File: config.mk
export PLATFORM = sky130hd
export DESIGN_NAME = multicycle_control_flat
export DESIGN_NICKNAME = d
export VERILOG_FILES = /design/src/rtl/legv8_pkg.sv /design/src/rtl/multicycle_control_if.sv /design/src/rtl/opcode_class.sv /design/src/rtl/multicycle_control.sv /design/src/flat_wrapper.sv
export SDC_FILE = /design/constraint.sdc
export NUM_CORES = 1
export LEC_CHECK = 0
export BUFFER_PORTS_ARGS = -buffer_cell sky130_fd_sc_hd__buf_2
export CAP_MARGIN = 20
export CELL_PAD_IN_SITES_DETAIL_PLACEMENT = 0
export CELL_PAD_IN_SITES_GLOBAL_PLACEMENT = 1
export CORE_ASPECT_RATIO = 1.4
export CORE_MARGIN = 4
export CORE_UTILIZATION = 40
export CTS_CLUSTER_DIAMETER = 100
export DETAILED_ROUTE_END_ITERATION = 10
export PLACE_DENSITY = 0.86
export SYNTH_ARGS = -nofsm -noshare
export SYNTH_HDL_FRONTEND = slang
export SYNTH_HIERARCHICAL = 1
export SYNTH_SLANG_ARGS = --single-unit
File: constraint.sdc
create_clock -name clk -period 5.4 [get_ports clk]
set_clock_uncertainty 0.05 [all_clocks]
set_input_delay 1.08 -clock clk [delete_from_list [all_inputs] [get_ports clk]]
set_output_delay 1.08 -clock clk [all_outputs]
set_load 0.01 [all_outputs]
File: src/rtl/legv8_pkg.sv
// Shared LEGv8 control definitions: the FSM state enum, the opcode patterns, and the
// AluOp/AluSrcB encodings. The ALU control decoder imports this package too.
package legv8_pkg;

  typedef enum logic [3:0] {
    ST_INIT,
    ST_FETCH,
    ST_DECODE,
    ST_MEM_ADDR,
    ST_MEM_RD,
    ST_MEM_WB,
    ST_MEM_WR,
    ST_R_EXEC,
    ST_R_WB,
    ST_BRANCH,
    ST_JUMP,
    ST_HALT
  } state_e;

  localparam logic [10:0] OP_ADD  = 11'b10001011000;
  localparam logic [10:0] OP_SUB  = 11'b11001011000;
  localparam logic [10:0] OP_AND  = 11'b10001010000;
  localparam logic [10:0] OP_ORR  = 11'b10101010000;
  localparam logic [10:0] OP_LDUR = 11'b11111000010;
  localparam logic [10:0] OP_STUR = 11'b11111000000;

  // CBZ is matched on opcode[10:3] and B on opcode[10:5].
  localparam logic [7:0] CBZ_PAT = 8'b10110100;
  localparam logic [5:0] B_PAT   = 6'b000101;

  localparam logic [1:0] ALUOP_ADD   = 2'b00;
  localparam logic [1:0] ALUOP_CBZ   = 2'b01;
  localparam logic [1:0] ALUOP_RTYPE = 2'b10;

  localparam logic [1:0] ALUSRCB_REG  = 2'b00;
  localparam logic [1:0] ALUSRCB_FOUR = 2'b01;
  localparam logic [1:0] ALUSRCB_DOFF = 2'b10;
  localparam logic [1:0] ALUSRCB_BOFF = 2'b11;

  typedef struct packed {
    logic rtype;
    logic ldur;
    logic stur;
    logic cbz;
    logic b;
    logic illegal;
  } opclass_t;

  typedef struct packed {
    logic [1:0] alu_op;
    logic       alu_src_a;
    logic [1:0] alu_src_b;
    logic       pc_write;
    logic       pc_source;
    logic       ir_write;
    logic       mem_read;
    logic       mem_write;
    logic       iord;
    logic       reg2loc;
    logic       reg_write;
    logic       mem_to_reg;
  } ctrl_t;

endpackage

File: src/rtl/multicycle_control_if.sv
// Connects the multicycle control unit to the datapath. The master side is the
// controller; the slave side is the datapath/memory.
interface multicycle_control_if #(
  parameter int CNT_W = 32
);

  logic [10:0]      opcode;
  logic             Zero;
  logic             MemReady;
  logic [1:0]       AluOp;
  logic             AluSrcA;
  logic [1:0]       AluSrcB;
  logic             PCWrite;
  logic             PCSource;
  logic             IRWrite;
  logic             MemRead;
  logic             MemWrite;
  logic             IorD;
  logic             Reg2Loc;
  logic             RegWrite;
  logic             MemToReg;
  logic             Illegal;
  logic [CNT_W-1:0] InstrCount;

  modport master (
    input  opcode, Zero, MemReady,
    output AluOp, AluSrcA, AluSrcB, PCWrite, PCSource, IRWrite, MemRead, MemWrite,
           IorD, Reg2Loc, RegWrite, MemToReg, Illegal, InstrCount
  );

  modport slave (
    output opcode, Zero, MemReady,
    input  AluOp, AluSrcA, AluSrcB, PCWrite, PCSource, IRWrite, MemRead, MemWrite,
           IorD, Reg2Loc, RegWrite, MemToReg, Illegal, InstrCount
  );

endinterface

File: src/rtl/opcode_class.sv
// Combinational instruction classifier. Exactly one bit of the result is set for
// any opcode.
module opcode_class
  import legv8_pkg::*;
(
  input  logic [10:0] opcode,
  output opclass_t    cls
);

  always_comb begin
    cls         = '0;
    cls.rtype   = opcode inside {OP_ADD, OP_SUB, OP_AND, OP_ORR};
    cls.ldur    = (opcode == OP_LDUR);
    cls.stur    = (opcode == OP_STUR);
    cls.cbz     = (opcode[10:3] == CBZ_PAT);
    cls.b       = (opcode[10:5] == B_PAT);
    cls.illegal = !(cls.rtype || cls.ldur || cls.stur || cls.cbz || cls.b);
  end

endmodule

File: src/rtl/multicycle_control.sv
// Main control FSM for the multicycle LEGv8 datapath. It steps each instruction
// through fetch, decode, execute, memory and write-back, and counts retired instructions.
module multicycle_control
  import legv8_pkg::*;
#(
  parameter int ADDR_INC = 4,
  parameter int CNT_W    = 32
) (
  input  logic                 clk,
  input  logic                 reset,
  multicycle_control_if.master bus
);

  // The datapath's PC-increment constant (AluSrcB=01) is fixed at 4.
  if (ADDR_INC != 4) begin : g_addr_inc_check
    $error("multicycle_control: ADDR_INC must match the datapath constant 4");
  end

  state_e           state_q;
  state_e           state_d;
  opclass_t         cls;
  ctrl_t            ctrl;
  logic             illegal_q;
  logic [CNT_W-1:0] count_q;
  logic             retire;

  opcode_class u_opcode_class (
    .opcode (bus.opcode),
    .cls    (cls)
  );

  assign retire = (state_q inside {ST_R_WB, ST_MEM_WB, ST_BRANCH, ST_JUMP}) ||
                  (state_q == ST_MEM_WR && bus.MemReady);

  // NOTE: sequential state uses non-blocking assignments only, so every register
  // samples values from before the clock edge, whatever the statement order.
  always_ff @(posedge clk) begin
    if (reset) begin
      state_q   <= ST_INIT;
      illegal_q <= 1'b0;
      count_q   <= '0;
    end else begin
      state_q <= state_d;
      if (state_d == ST_HALT) illegal_q <= 1'b1;
      if (retire)             count_q   <= count_q + CNT_W'(1);
    end
  end

  always_comb begin
    // NOTE: the default assignment before the case ensures every path assigns
    // state_d, so no latch is inferred.
    state_d = state_q;
    unique case (state_q)
      ST_INIT:   state_d = ST_FETCH;
      ST_FETCH:  if (bus.MemReady) state_d = ST_DECODE;
      ST_DECODE: begin
        if (cls.illegal)               state_d = ST_HALT;
        else if (cls.rtype)            state_d = ST_R_EXEC;
        else if (cls.ldur || cls.stur) state_d = ST_MEM_ADDR;
        else if (cls.cbz)              state_d = ST_BRANCH;
        else                           state_d = ST_JUMP;
      end
      ST_MEM_ADDR: state_d = cls.stur ? ST_MEM_WR : ST_MEM_RD;
      ST_MEM_RD:   if (bus.MemReady) state_d = ST_MEM_WB;
      ST_MEM_WR:   if (bus.MemReady) state_d = ST_FETCH;
      ST_R_EXEC:   state_d = ST_R_WB;
      ST_MEM_WB, ST_R_WB, ST_BRANCH, ST_JUMP: state_d = ST_FETCH;
      ST_HALT:     state_d = ST_HALT;
      default:     state_d = ST_INIT;
    endcase
  end

  // All outputs are Moore decodes of the state, except the MemReady-qualified
  // FETCH writes and the Zero-qualified branch PCWrite.
  always_comb begin
    ctrl = '0;
    unique case (state_q)
      ST_FETCH: begin
        ctrl.mem_read  = 1'b1;
        ctrl.alu_src_b = ALUSRCB_FOUR;
        ctrl.alu_op    = ALUOP_ADD;
        ctrl.pc_write  = bus.MemReady;
        ctrl.ir_write  = bus.MemReady;
      end
      ST_DECODE: begin
        ctrl.alu_src_b = ALUSRCB_BOFF;
        ctrl.alu_op    = ALUOP_ADD;
        ctrl.reg2loc   = cls.stur || cls.cbz;
      end
      ST_R_EXEC: begin
        ctrl.alu_src_a = 1'b1;
        ctrl.alu_src_b = ALUSRCB_REG;
        ctrl.alu_op    = ALUOP_RTYPE;
      end
      ST_R_WB: ctrl.reg_write = 1'b1;
      ST_MEM_ADDR: begin
        ctrl.alu_src_a = 1'b1;
        ctrl.alu_src_b = ALUSRCB_DOFF;
        ctrl.alu_op    = ALUOP_ADD;
        ctrl.reg2loc   = cls.stur;
      end
      ST_MEM_RD: begin
        ctrl.mem_read = 1'b1;
        ctrl.iord     = 1'b1;
      end
      ST_MEM_WB: begin
        ctrl.reg_write  = 1'b1;
        ctrl.mem_to_reg = 1'b1;
      end
      ST_MEM_WR: begin
        ctrl.mem_write = 1'b1;
        ctrl.iord      = 1'b1;
        ctrl.reg2loc   = 1'b1;
      end
      ST_BRANCH: begin
        ctrl.alu_src_a = 1'b1;
        ctrl.alu_src_b = ALUSRCB_REG;
        ctrl.alu_op    = ALUOP_CBZ;
        ctrl.reg2loc   = 1'b1;
        ctrl.pc_source = 1'b1;
        ctrl.pc_write  = bus.Zero;
      end
      ST_JUMP: begin
        ctrl.pc_write  = 1'b1;
        ctrl.pc_source = 1'b1;
      end
      default: ctrl = '0;
    endcase
  end

  assign bus.AluOp      = ctrl.alu_op;
  assign bus.AluSrcA    = ctrl.alu_src_a;
  assign bus.AluSrcB    = ctrl.alu_src_b;
  assign bus.PCWrite    = ctrl.pc_write;
  assign bus.PCSource   = ctrl.pc_source;
  assign bus.IRWrite    = ctrl.ir_write;
  assign bus.MemRead    = ctrl.mem_read;
  assign bus.MemWrite   = ctrl.mem_write;
  assign bus.IorD       = ctrl.iord;
  assign bus.Reg2Loc    = ctrl.reg2loc;
  assign bus.RegWrite   = ctrl.reg_write;
  assign bus.MemToReg   = ctrl.mem_to_reg;
  assign bus.Illegal    = illegal_q;
  assign bus.InstrCount = count_q;

endmodule

File: src/flat_wrapper.sv
// flat-port wrapper written by rule: the top's interface ports become plain ports
module multicycle_control_flat import legv8_pkg::*;
#(
  parameter int ADDR_INC = 4,
  parameter int CNT_W    = 32
)
  (clk, reset, bus_opcode, bus_Zero, bus_MemReady, bus_AluOp, bus_AluSrcA, bus_AluSrcB, bus_PCWrite, bus_PCSource, bus_IRWrite, bus_MemRead, bus_MemWrite, bus_IorD, bus_Reg2Loc, bus_RegWrite, bus_MemToReg, bus_Illegal, bus_InstrCount);
  multicycle_control_if #(.CNT_W(CNT_W)) bus_i ();
  input  logic clk;
  input  logic reset;
  input wire logic [$bits(bus_i.opcode)-1:0] bus_opcode;
  input wire logic [$bits(bus_i.Zero)-1:0] bus_Zero;
  input wire logic [$bits(bus_i.MemReady)-1:0] bus_MemReady;
  output wire logic [$bits(bus_i.AluOp)-1:0] bus_AluOp;
  output wire logic [$bits(bus_i.AluSrcA)-1:0] bus_AluSrcA;
  output wire logic [$bits(bus_i.AluSrcB)-1:0] bus_AluSrcB;
  output wire logic [$bits(bus_i.PCWrite)-1:0] bus_PCWrite;
  output wire logic [$bits(bus_i.PCSource)-1:0] bus_PCSource;
  output wire logic [$bits(bus_i.IRWrite)-1:0] bus_IRWrite;
  output wire logic [$bits(bus_i.MemRead)-1:0] bus_MemRead;
  output wire logic [$bits(bus_i.MemWrite)-1:0] bus_MemWrite;
  output wire logic [$bits(bus_i.IorD)-1:0] bus_IorD;
  output wire logic [$bits(bus_i.Reg2Loc)-1:0] bus_Reg2Loc;
  output wire logic [$bits(bus_i.RegWrite)-1:0] bus_RegWrite;
  output wire logic [$bits(bus_i.MemToReg)-1:0] bus_MemToReg;
  output wire logic [$bits(bus_i.Illegal)-1:0] bus_Illegal;
  output wire logic [$bits(bus_i.InstrCount)-1:0] bus_InstrCount;
  assign bus_i.opcode = bus_opcode;
  assign bus_i.Zero = bus_Zero;
  assign bus_i.MemReady = bus_MemReady;
  assign bus_AluOp = bus_i.AluOp;
  assign bus_AluSrcA = bus_i.AluSrcA;
  assign bus_AluSrcB = bus_i.AluSrcB;
  assign bus_PCWrite = bus_i.PCWrite;
  assign bus_PCSource = bus_i.PCSource;
  assign bus_IRWrite = bus_i.IRWrite;
  assign bus_MemRead = bus_i.MemRead;
  assign bus_MemWrite = bus_i.MemWrite;
  assign bus_IorD = bus_i.IorD;
  assign bus_Reg2Loc = bus_i.Reg2Loc;
  assign bus_RegWrite = bus_i.RegWrite;
  assign bus_MemToReg = bus_i.MemToReg;
  assign bus_Illegal = bus_i.Illegal;
  assign bus_InstrCount = bus_i.InstrCount;
  multicycle_control #(.ADDR_INC(ADDR_INC), .CNT_W(CNT_W)) u_core (.clk(clk), .reset(reset), .bus(bus_i));
endmodule
==> flow_metrics.env <==
export IMPL_status="completed"
export IMPL_layout_setup_ws_ns=1.77
export IMPL_areaGrowthSynthToFinish_pct=18.3
export IMPL_yosysTopAreaCell="dfxtp_1"
export IMPL_core_area_um2=5160
export IMPL_firstDrtPassIters=4
export IMPL_worstSetupStartpointType="input pin"
export IMPL_synth_nets=284
export IMPL_start_util=0.414
export IMPL_num_rows=31
export IMPL_vias=2027
export IMPL_crit_start="bus_opcode[0]"
export IMPL_nFillCells=518
export IMPL_grt_pass1_vias=1808
export IMPL_finalWeightedCongestion=0.846
export IMPL_drive_gt1_frac=0.233
export IMPL_timing_critical_path_fanout_max=4
export IMPL_cts_setup_buffers=0
export IMPL_antenna_found_initial=0
export IMPL_leakagePower_nw=1.11
export IMPL_insertion_delay_ns=0.28
export IMPL_grt_pass1_wl_um=7880
export IMPL_yosysMostFrequentCell="nor2_1"
export IMPL_cts_root_buffer="clkbuf_8"
export IMPL_pin_count=62
export IMPL_timing_hold_violations_final=0
export IMPL_clockPowerShare=0.368
export IMPL_async_reset_ff_frac=0
export IMPL_ys_warn_count=6
export IMPL_final_nets=334
export IMPL_timing_final_crit_share=0.673
export IMPL_cts_sinks=37
export IMPL_fin_util=0.490
export IMPL_r2r_cells=5
export IMPL_cts_tree="yes"
export IMPL_synthFlopType="dfxtp_1"
export IMPL_die_y_um=94.5
export IMPL_setup_viol=0
export IMPL_cts_repair_resized=0
export IMPL_hp_class="flop to flop"
export IMPL_end_kind="output port"
export IMPL_cp_arrival_ns=2.50
export IMPL_wirelength_um=4900
export IMPL_yosysTopAreaCellShare=0.347
export IMPL_critPathKind="input pin to output port"
export IMPL_relSlewSlack=0.552
export IMPL_vias_per_cell=5.28
export IMPL_fin_tns_setup_ns=0
export IMPL_dieArea_um2=6590
export IMPL_hold_start="u_core/bus.Illegal"
export IMPL_p_switching_w=0.000126
export IMPL_synth_seq_cells=37
export IMPL_synth_area_per_cell_um2=7.97
export IMPL_drt_iter0_markers=66
export IMPL_synthTopCellsByArea="dfxtp_1 35%, xor2_1 7.8%, nor2_1 7.4%, nand4_1 4.4%, and2_1 3.5%"
export IMPL_clk_pin_slew_ns=0.07
export IMPL_hold_end="u_core/bus.Illegal"
export IMPL_cts_hold_buf=0
export IMPL_insertedDiodeCount=0
export IMPL_finalCriticalPeriod_ns=3.63
export IMPL_track_usage=0.143
export IMPL_intPower_w=0.000396
export IMPL_rsz0062_at_grt="no"
export IMPL_yosysSeqAreaShare=0.347
export IMPL_powerDensity_nw_per_um2=207
export IMPL_max_clock_path_buffers=2
export IMPL_max_cap_viol_count=0
export IMPL_drv_slew=0
export IMPL_htree_num_levels=2
export IMPL_die_x_um=69.8
export IMPL_pre_cts_slack_ns=1.77
export IMPL_drt_wirelength_per_cell_um=12.8
export IMPL_postRouteAntennaNets=0
export IMPL_hold_depth=2
export IMPL_synthesis_area_um2=2140
export IMPL_grt_remaining_overflow=0
export IMPL_grt_max_degree=38
export IMPL_fmax_ghz=0.275
export IMPL_cts_buffers=5
export IMPL_combPwrFrac=0.090
export IMPL_synthesis_instances=268
export IMPL_rrSetupSlack_ns=2.42
export IMPL_regToRegEndpoint="u_core/bus.InstrCount[31]"
export IMPL_synth_cell_types=50
export IMPL_peakVddDrop_mv=0.179
export IMPL_r2r_start="u_core/state_q[2]"
export IMPL_numPortBuffers=61
export IMPL_p_sw_frac=0.241
export IMPL_crit_required_ns=4.27
export IMPL_synth_commonest_cells="42 x nor2_1, 37 x dfxtp_1, 19 x xor2_1"
export IMPL_hpwl_um=3470
export IMPL_pwr_share_seq=0.542
export IMPL_tightest_slew_ns=0.671
export IMPL_drc=0
export IMPL_synth_edf_count=0
## state kept, by name, indices dropped and copies added, names as in the netlist
| signal | flops |
|---|---|
| u_core/bus.Illegal | 1 |
| u_core/state_q | 4 |
| u_core/bus.InstrCount | 32 |
## layer usage
layer,vias to the layer above,part of all wire,track usage
met2,49,0.49,0.263
met5,-,0,0
met4,0,0.014,0.0591
met1,932,0.44,0.158
li1,1041,-,-
met3,5,0.056,0.0351
## logic make-up (layout without fill, tap and decap cells)
logic type      Yosys count  count (layout)  share of synthesized area
buf+inv                  26              76                     0.0533
flops                    37              37                      0.347
fa+ha+maj                 1               1                    0.00586
mux                       5               5                     0.0246
compound gates           34              34                     0.0955
xor+xnor                 22              22                     0.0902
simple gates            143             143                      0.384
## cell usage in the layout, fill, tap and decap left out, types with 4 or more instances in the layout
| master | n |
|---|---|
| clkbuf_8 | 6 |
| inv_1 | 8 |
| xor2_1 | 19 |
| nand3_1 | 8 |
| and4_1 | 4 |
| dfxtp_1 | 37 |
| and2_1 | 12 |
| o21ai_1 | 7 |
| or3_1 | 7 |
| a21oi_1 | 12 |
| nand2b_1 | 4 |
| nor3_1 | 6 |
| nand2_1 | 14 |
| nor2b_1 | 7 |
| and3_1 | 5 |
| buf_2 | 61 |
| nand4_1 | 15 |
| nor2_1 | 42 |
## cell type report
| type | instances | area, um2 | share of cell area |
|---|---|---|---|
| clock buffers | 7 | 86.3 | 0.0342 |
| inverters | 8 | 30.0 | 0.0119 |
| multi-input cells | 205 | 1280 | 0.507 |
| flip-flops and latches | 37 | 741 | 0.293 |
| well taps | 66 | 82.6 | 0.0327 |
| repair buffers | 61 | 305 | 0.121 |
## worst max-delay path: stages
cell and delay [ns]:
buf_2 0.09, nor4b_1 0.32, and4b_1 0.29, nor2b_1 0.26, inv_1 0.07, o22ai_1 0.15
a21o_1 0.13, buf_2 0.12
## power by group through the flow
stage | sequential [W] | clock, W | combinational, W
global route | 0.000284 | 0.000213 | 0.0000518
global placement | 0.000289 | 0 | 0.0000466
detailed placement | 0.000289 | 0 | 0.0000473
CTS | 0.000283 | 0.000200 | 0.0000474
floorplan | 0.000283 | 0 | 0.0000362
finish | 0.000283 | 0.000192 | 0.0000468
## worst max path at each step
stage                              to
after floorplan           bus_Reg2Loc
after global placement    bus_Reg2Loc
after detailed placement  bus_Reg2Loc
after CTS                 bus_Reg2Loc
after global routing      bus_Reg2Loc
final                     bus_Reg2Loc
## stage by stage
| stage | cell area, um2 | hold slack [ns] | instances | total power (W) |
|---|---|---|---|---|
| global placement | 2440 | 0.408 | 377 | 0.000336 |
| CTS | 2530 | 0.422 | 384 | 0.000530 |
| floorplan | 2140 | 0.426 | 268 | 0.000319 |
| detailed placement | 2440 | 0.410 | 377 | 0.000337 |
| global route | 2530 | 0.449 | 384 | 0.000549 |
| finish | 2530 | 0.421 | 384 | 0.000522 |
(Power assumes the default switching activity.)
